===== config.mk =====
export PLATFORM = sky130hd
export DESIGN_NAME = cpu_fetch
export DESIGN_NICKNAME = d
export VERILOG_FILES = /design/src/rtl/cpu_fetch_pkg.sv /design/src/rtl/cpu_fetch_align.sv /design/src/rtl/cpu_fetch.sv
export SDC_FILE = /design/constraint.sdc
export NUM_CORES = 1
export LEC_CHECK = 0
export BUFFER_PORTS_ARGS = -buffer_cell sky130_fd_sc_hd__buf_2
export CAP_MARGIN = 40
export CORE_MARGIN = 2
export CORE_UTILIZATION = 50
export DETAILED_ROUTE_END_ITERATION = 7
export PLACE_DENSITY = 0.78
export REMOVE_ABC_BUFFERS = 1
export SETUP_SLACK_MARGIN = 0.15
export SYNTH_ARGS = -nofsm -noshare
export SYNTH_HDL_FRONTEND = slang
export SYNTH_HIERARCHICAL = 1
export SYNTH_SLANG_ARGS = --single-unit

===== constraint.sdc =====
create_clock -name clk_i -period 3 [get_ports clk_i]
set_input_delay 0.6 -clock clk_i [delete_from_list [all_inputs] [get_ports clk_i]]
set_output_delay 0.6 -clock clk_i [all_outputs]
set_load 0.03 [all_outputs]

===== src/rtl/cpu_fetch_pkg.sv =====
// Shared types and widths for the moxie instruction fetch stage.
package cpu_fetch_pkg;

  localparam int unsigned WORD_W = 32;
  localparam int unsigned HALF_W = 16;

  typedef enum logic [1:0] {
    REDIRECT = 2'd0,
    REQ      = 2'd1,
    PUSH     = 2'd2,
    DRAIN    = 2'd3
  } state_e;

endpackage


===== src/rtl/cpu_fetch_align.sv =====
// Skid word plus residual halfword: turns halfword-aligned fetch streams into
// 32-bit FIFO words.
module cpu_fetch_align
  import cpu_fetch_pkg::*;
(
  input  logic              clk,
  input  logic              rst,
  input  logic              clear,
  input  logic              arm,
  input  logic              misalign,
  input  logic              capture,
  input  logic [WORD_W-1:0] rdata,
  input  logic              pop,
  output logic [WORD_W-1:0] word,
  output logic              valid
);

  logic [HALF_W-1:0] residual;
  logic              res_valid;
  logic              first_half;

  // The pushed word is formed at capture time, so the residual advances with
  // each accepted bus word while the assembled word waits in the skid.
  always_ff @(posedge clk or posedge rst) begin
    if (rst) begin
      word       <= '0;
      valid      <= 1'b0;
      residual   <= '0;
      res_valid  <= 1'b0;
      first_half <= 1'b0;
    end else if (clear) begin
      valid      <= 1'b0;
      res_valid  <= 1'b0;
      first_half <= 1'b0;
    end else begin
      if (arm) begin
        first_half <= misalign;
        res_valid  <= 1'b0;
      end
      if (pop) begin
        valid <= 1'b0;
      end
      if (capture) begin
        if (first_half) begin
          residual   <= rdata[HALF_W-1:0];
          res_valid  <= 1'b1;
          first_half <= 1'b0;
        end else if (res_valid) begin
          word     <= {residual, rdata[WORD_W-1:HALF_W]};
          residual <= rdata[HALF_W-1:0];
          valid    <= 1'b1;
        end else begin
          word  <= rdata;
          valid <= 1'b1;
        end
      end
    end
  end

endmodule


===== src/rtl/cpu_fetch.sv =====
// Instruction fetch stage: Wishbone-classic read master feeding the
// instruction FIFO, with branch redirect and halfword realignment.
module cpu_fetch
  import cpu_fetch_pkg::*;
#(
  parameter logic [WORD_W-1:0] BOOT_ADDRESS = 32'h0000_1000
) (
  input  logic              clk_i,
  input  logic              rst_i,
  output logic [WORD_W-1:0] imem_adr_o,
  output logic              imem_cyc_o,
  output logic              imem_stb_o,
  input  logic [WORD_W-1:0] imem_dat_i,
  input  logic              imem_ack_i,
  output logic [WORD_W-1:0] ififo_data_o,
  output logic              ififo_write_en_o,
  input  logic              ififo_full_i,
  output logic              ififo_newpc_o,
  output logic [WORD_W-1:0] ififo_pc_o,
  input  logic              branch_i,
  input  logic [WORD_W-1:0] branch_target_i
);

  localparam logic [WORD_W-1:0] BOOT_WORD = {BOOT_ADDRESS[WORD_W-1:2], 2'b00};

  state_e            state, state_next;
  logic [WORD_W-1:0] fetch_addr, fetch_addr_next;
  logic [WORD_W-1:0] pc, pc_next;
  logic              cyc, cyc_next;
  logic              newpc, newpc_next;
  logic              capture, arm, push;
  logic              word_valid;
  logic [WORD_W-1:0] word;

  // Next state; REDIRECT lasts until its newpc pulse has been shown with no
  // branch overriding it, which also covers the first cycle out of reset.
  always_comb begin
    state_next      = state;
    capture         = 1'b0;
    arm             = 1'b0;
    push            = 1'b0;
    cyc_next        = 1'b0;
    newpc_next      = 1'b0;
    fetch_addr_next = fetch_addr;
    pc_next         = pc;

    case (state)
      REDIRECT: begin
        if (!branch_i && newpc) begin
          state_next = REQ;
          arm        = 1'b1;
        end
      end
      REQ: begin
        if (branch_i) begin
          state_next = imem_ack_i ? REDIRECT : DRAIN;
        end else if (imem_ack_i) begin
          state_next = PUSH;
          capture    = 1'b1;
        end
      end
      PUSH: begin
        if (branch_i) begin
          state_next = REDIRECT;
        end else if (!word_valid) begin
          state_next = REQ;
        end else if (!ififo_full_i) begin
          push       = 1'b1;
          state_next = REQ;
        end
      end
      DRAIN: begin
        if (imem_ack_i) begin
          state_next = REDIRECT;
        end
      end
      default: state_next = REDIRECT;
    endcase

    if (branch_i) begin
      pc_next = branch_target_i;
    end
    if (arm) begin
      fetch_addr_next = {pc[WORD_W-1:2], 2'b00};
    end else if (capture) begin
      fetch_addr_next = fetch_addr + WORD_W'(4);
    end

    cyc_next   = (state_next == REQ) || (state_next == DRAIN);
    newpc_next = (state_next == REDIRECT) &&
                 ((state != REDIRECT) || !newpc || branch_i);
  end

  always_ff @(posedge clk_i or posedge rst_i) begin
    if (rst_i) begin
      state      <= REDIRECT;
      fetch_addr <= BOOT_WORD;
      pc         <= BOOT_ADDRESS;
      cyc        <= 1'b0;
      newpc      <= 1'b0;
    end else begin
      state      <= state_next;
      fetch_addr <= fetch_addr_next;
      pc         <= pc_next;
      cyc        <= cyc_next;
      newpc      <= newpc_next;
    end
  end

  cpu_fetch_align u_align (
    .clk      (clk_i),
    .rst      (rst_i),
    .clear    (branch_i),
    .arm      (arm),
    .misalign (pc[1]),
    .capture  (capture),
    .rdata    (imem_dat_i),
    .pop      (push),
    .word     (word),
    .valid    (word_valid)
  );

  // The push strobe must see this cycle's full flag and branch, so it is
  // the one output decoded directly from inputs.
  assign ififo_write_en_o = push;
  assign ififo_data_o     = word;
  assign imem_adr_o       = fetch_addr;
  assign imem_cyc_o       = cyc;
  assign imem_stb_o       = cyc;
  assign ififo_newpc_o    = newpc;
  assign ififo_pc_o       = pc;

endmodule

==> results_dict.tcl, run 1 <==
set metrics [dict create \
    cts_hold_buf 0 \
    synth_area_leaders "dfrtp_1 (53%), mux2_2 (10%), mux2i_1 (5.9%), a21oi_1 (3.8%), nor2_1 (3.5%)" \
    cts.sinks 116 \
    initialDrtViolationCount 272 \
    antenna_found_initial 0 \
    finalCritPeriodShare_pct 75.46 \
    via_per_inst 5.583 \
    avgSynthCellArea_um2 10.90 \
    wl_per_cell_um 16.59 \
    synthDistinctLibCells 53 \
    cts-resized-gates 0 \
    final_area_um2 6904 \
    total_power_w 0.007070 \
    finalWeightedCongestion 0.8641 \
    coreArea_um2 10700 \
    max_slew_margin_pct 48.10 \
    grt_pass1_wl_um 21740 \
    die_y_um 108.2 \
    fillers 871 \
    placed_area_um2 6354 \
    grt_max_degree 66 \
    cts_buffer_depth 2 \
    ant_nets 0 \
    synth_edf_count 0 \
    syn_inst 498 \
    dp_hpwl_um 9559 \
    fin_cells 817 \
    port-buffer-count 166 \
    drv_slew 0 \
    ys_ff_latch 116 \
    synth.cell_area_um2 5426 \
    root_buffer "clkbuf_8" \
    power.density_nw_per_um2 1024 \
    die_area_um2 11700 \
    grt_use_total_pct 23.91 \
    dr.pass1.iters 4 \
    yosysMostFrequentCell "dfrtp_1" \
    num_rows 38 \
    end_kind "output pin" \
    cts_tree "built" \
    synthFlopType "dfrtp_1" \
    final.min_clock_period_ns 2.264 \
    crit_path_start_kind "flop" \
    clock.fmax_mhz 441.7 \
    report.final.hold_viol_count 0 \
    finalSetupViolCount 0 \
    antennaDiodeCount 0 \
    holdWs_ns 0.1310 \
    cp_data_required_time_ns 2.40 \
    yosys-top-cells-count "dfrtp_1 (114), nor2_1 (50), mux2_2 (48)" \
    worst_ep_arrival_time_ns 1.66 \
    critPathMaxFanout 9 \
    crit_type "reg2out" \
    grt_pass1_vias 4606 \
    power_leakage_nw 3.168 \
    ios 169 \
    status "completed" \
    async_reset_ff_share_pct 100.0 \
    synth_top_area_share_pct 52.57 \
    cts_made_buffers 17 \
    fin_nets 734 \
    synth-seq-area-share_pct 53.54 \
    vias 4561 \
    htree_levels 4 \
    ir_worst_vdd_mv 0.5400 \
    cap_violations 0 \
    dieWidth_um 108.2 \
    overflow 0 \
    finalWirelength_um 13550 \
    yosys_warnings 6 \
    synthToLayoutAreaGrowth_pct 27.23 \
    finalSetupTns_ns 0 \
    clkLatencyLatePin_ns 0.51 \
    post_cts_buffers 0 \
    hold_class "in2async" \
    skew_ns 0.005830 \
    dp.cells 785 \
    drcViolationCount 0 \
    yosys.area.top_type "dfrtp_1" \
    tightest_slew_ns 0.7777 \
    initial_core_util_pct 50.73 \
    rsz0062_at_grt "false" \
    clk_pin_slew_ns 0.05 \
    drive_gt1_share_pct 40.03 \
]
==> routing by layer <==
metal / vias to the layer above / GRT usage (%) / share of wire (%) / wire length [um]
met5: - / 0 / 0 / 0
met4: 0 / 9.982 / 1.6 / 214
met3: 24 / 7.173 / 7.5 / 1018
met2: 187 / 40.39 / 50 / 6724
met1: 2209 / 28.53 / 41 / 5595
li1: 2141 / - / - / -
==> sequential cells by signal (all words and copies together) (netlist names) <==
register            flops
u_align/residual       16
u_align/valid           1
state                   1
imem_adr_o             30
u_align/first_half      1
ififo_newpc_o           1
u_align/res_valid       1
u_align/word           32
ififo_pc_o             32
imem_cyc_o              1
==> cell families after synthesis <==
kind of cell    count (synthesis)  synth area share [%]
fa+ha+maj                       1                0.2305
mux                            80                 15.86
xor+xnor                        8                 1.291
buf+inv                        36                 3.435
simple gates                  165                 15.40
compound gates                 91                 10.17
flops                         116                 53.54
other cells                     1               0.06911
==> cells in the final DEF (no fill, tap or decap), types with 10 or more instances in the layout <==
cell       count
mux2i_1       32
o21ai_0       20
a21oi_1       41
buf_4         10
nand3_1       20
clkbuf_16     16
nor2_1        50
nand2_1       39
mux2_2        48
nand4_1       12
buf_2        166
dfrtp_1      113
==> worst paths after layout <==
path	cells past startpoint	slack (ns)	endpoint	startpoint
hold reg to reg	2	0.50	imem_adr_o[7]	ififo_pc_o[7]
max in group asynchronous	3	2.14	ififo_pc_o[12]	rst_i
hold / removal	2	0.13	ififo_pc_o[1]	rst_i
min in group clk_i	2	0.32	ififo_pc_o[27]	branch_target_i[27]
setup reg to reg	6	0.76	u_align/word[6]	state[1]
setup / recovery	2	0.74	ififo_write_en_o	imem_cyc_o
==> critical path, cell delays in order, from the launching register on <==
cell and delay, ns:
dfrtp_1 0.47, nor4_1 0.41, buf_2 0.27
==> through the flow <==
stage	util, %	setup WS (ns)
finish	64.54	0.7362
global route	64.54	0.5878
CTS	64.54	0.6936
detailed placement	59.39	0.3718
global placement	59.39	0.4565
floorplan	-	-2.842
==> power breakdown <==
part | switching (W) | internal (W) | total (W)
clock network | 0.000678 | 0.00119 | 0.00187
registers | 0.000517 | 0.00213 | 0.00265
logic | 0.00173 | 0.000823 | 0.00255
==> area by class of cell <==
| class | count | area [um2] | area share, % |
|---|---|---|---|
| timing repair buffer | 176 | 905.9 | 13.12 |
| sequential | 116 | 2907 | 42.10 |
| clock buffer | 22 | 442.9 | 6.415 |
| tap | 140 | 175.2 | 2.537 |
| multi-input combinational | 347 | 2344 | 33.94 |
| clock inverter | 10 | 107.6 | 1.559 |
| inverter | 6 | 22.52 | 0.3262 |
No activity file was read; power rests on OpenSTA's default activity.
==> run 2: changes to the inputs <==
- ABC_AREA: not set -> 1
- PLACE_DENSITY: 0.78 -> 0.77
- clock period: 3 -> 2.3 ns (I/O delays scaled with it)
==> run 2 against run 1 <==
  * Non-clock buffer count up 3
  * Hold slack better by 0.13 ns
  * Global-route usage up 0.77 points
  * Flip-flop and latch count unchanged
  * Cell count up 36%
  * Largest cell class unchanged
  * Synthesized area up 8.9%
  * Die area up 8.6%
  * Clock power up 33%
  * Core utilization up 0.33 points
  * Clock-buffer cell count up 1
  * Sequential power up 24%
  * Highest routed layer is now met5
==> results_dict.tcl, run 2 <==
set metrics [dict create \
    status "completed" \
    r2r_slack_ns 0.55 \
    avgSynthCellArea_um2 7.502 \
    overflow 0 \
    cap_violations 0 \
    htree_levels 4 \
    reg2reg_depth 9 \
    end_kind "output pin" \
    fin_util_pct 64.87 \
    ir_worst_vdd_mv 0.8190 \
    fillers 1010 \
    worst_ep_arrival_time_ns 1.56 \
    coreArea_um2 11470 \
    hold_path_end "ififo_pc_o[24]" \
    finalWirelength_um 15400 \
    dp.cells 1076 \
    final.min_clock_period_ns 2.017 \
    cp_data_required_time_ns 1.84 \
    synth_edf_count 0 \
    synthDistinctLibCells 35 \
    slowest_stage "dfrtp_1" \
    root_buffer "clkbuf_16" \
    report.final.hold_viol_count 0 \
    syn_inst 788 \
    critPathBufInv 2 \
    crit_type "reg2out" \
    yosysMostFrequentCell "nand2_1" \
    initialDrtViolationCount 400 \
    dp_hpwl_um 10640 \
    rsz0062_at_grt "false" \
    die_y_um 112.7 \
    cts_tree "built" \
    cts.sinks 116 \
    drive_gt1_share_pct 24.53 \
    wl_per_cell_um 13.88 \
    drv_slew 0 \
    cts_buffer_depth 2 \
    fin_nets 1023 \
    max_stage_delay_ns 0.41 \
    clkLatencyLatePin_ns 0.40 \
    fin_cells 1109 \
    critPathMaxFanout 5 \
    synth-seq-area-share_pct 49.14 \
    path_delay_family "flip-flops" \
    die_area_um2 12710 \
    yosys_warnings 6 \
    grt_use_total_pct 24.68 \
    r2r-start "imem_cyc_o" \
    clock.fmax_mhz 495.7 \
    dieWidth_um 112.7 \
    ys_ff_latch 116 \
    power.density_nw_per_um2 1256 \
    synth_top_area_share_pct 48.25 \
    antenna_found_initial 1 \
    finalCritPeriodShare_pct 87.71 \
    grt_pass1_vias 5115 \
    finalWeightedCongestion 0.8862 \
    async_reset_ff_share_pct 100.0 \
    skew_ns 0.006680 \
    max_slew_margin_pct 64.59 \
    yosys-top-cells-count "nand2_1 (365), dfrtp_1 (114), inv_1 (72)" \
    yosys.area.top_type "dfrtp_1" \
    drcViolationCount 0 \
    min_path_cells 3 \
    vias 5537 \
    power_leakage_nw 4.118 \
    placed_area_um2 6863 \
    final_cell_mix "nand2_1 (365), buf_2 (166), dfrtp_1 (114)" \
    ant_nets 0 \
    dr.pass1.iters 7 \
    layout_commonest_cell "nand2_1" \
    clk_pin_slew_ns 0.05 \
    cts-resized-gates 0 \
    tightest_slew_ns 0.5311 \
    port-buffer-count 166 \
    timing.rr.end "imem_adr_o[21]" \
    synthToLayoutAreaGrowth_pct 25.82 \
    hold_class "in2reg" \
    crit_path_start_kind "flop" \
    num_rows 39 \
    grt_pass1_wl_um 25150 \
    synth_area_leaders "dfrtp_1 (48%), nand2_1 (23%), inv_1 (4.6%), nand3_1 (3.8%), o21ai_0 (2.8%)" \
    post_cts_buffers 0 \
    synthFlopType "dfrtp_1" \
    grt_max_degree 58 \
    initial_core_util_pct 51.55 \
    startpoint "imem_cyc_o" \
    cts_made_buffers 17 \
    via_per_inst 4.993 \
    hold_start "branch_target_i[24]" \
    finalSetupViolCount 0 \
    final_area_um2 7438 \
    ios 169 \
    antennaDiodeCount 0 \
    synth.cell_area_um2 5912 \
    path_cells "inv_1 -> nand3_1 -> nor3b_1 -> buf_2" \
]
-- run 2: changes by cell type after synthesis, sizes merged, moves of 14 or more --
cell and change:
a21oi -30, inv +71, mux2 -48, mux2i -32, nand2 +332, nand3 +27
o21ai +14
-- run 2: cell families (layout without fill, tap and decap cells) --
kind of cell             count (synthesis)  after routing  share of synthesized area (%)
buffers and inverters                  111            288                          7.937
flip-flops                             116            116                          49.14
XOR/XNOR                                11             11                          1.630
AO/OA/AOI/OAI                           81             81                          8.212
AND/OR/NAND/NOR                        467            467                          32.80
adder cells (fa/ha/maj)                  1              1                         0.2116
other                                    1              2                        0.06343
-- run 2: through the flow --
stage	setup WS [ns]	power [W]	setup TNS (ns)	hold WS [ns]
floorplan	-0.06566	0.005678	-2.191	0.4417
global placement	0.4447	0.006791	0	0.4257
detailed placement	0.4249	0.006857	0	0.4258
global route	0.2026	0.009873	0	0.2476
finish	0.2826	0.009344	0	0.2590
CTS	0.2788	0.009386	0	0.2499
-- run 2: how the worst max path moves through the flow --
| stage | slack (ns) | end | cells after the start |
|---|---|---|---|
| 5_1_grt | 0.20 | ififo_write_en_o | 4 |
| 4_1_cts | 0.28 | ififo_write_en_o | 4 |
| 3_5_place_dp | 0.42 | imem_adr_o[22] | 10 |
| 6_report | 0.28 | ififo_write_en_o | 4 |
| 2_1_floorplan | -0.07 | imem_adr_o[21] | 7 |
| 3_3_place_gp | 0.44 | ififo_write_en_o | 5 |
-- run 2: timing repair --
item	CTS	global route
setup endpoints to repair	0	0
endpoints found under the hold margin	10	0
hold buffers	1	0
-- run 2: worst reg2reg max path: cells and delay by family (launching register included) --
kind	cells	cell delay (ns)
DFF	1	0.40
AOI/OAI and AO/OA	2	0.23
buffers and inverters	3	0.52
and+or+nand+nor	4	0.48
-- run 2: report_power, final --
part	internal, W	switching (W)	total (W)
logic	0.00107	0.00250	0.00357
clock network	0.00159	0.000901	0.00249
registers	0.00271	0.000580	0.00329
total	0.00537	0.00398	0.00934
-- run 2: layout make-up --
class                   count  area, um2  area share [%]
repair buffers            179      955.9           12.85
multi-input cells         562       2541           34.16
clock inverters             9      77.57           1.043
clock buffers              23      488.0           6.560
flip-flops and latches    116       2905           39.06
well taps                 143      178.9           2.405
inverters                  77      291.5           3.919
-- run 2: routing by layer --
metal	vias up	global-route usage [%]	wire, um
met2	205	39.56	7311
li1	2781	-	-
met5	-	0	13
met1	2522	33.46	6694
met3	27	5.517	1119
met4	2	8.455	257
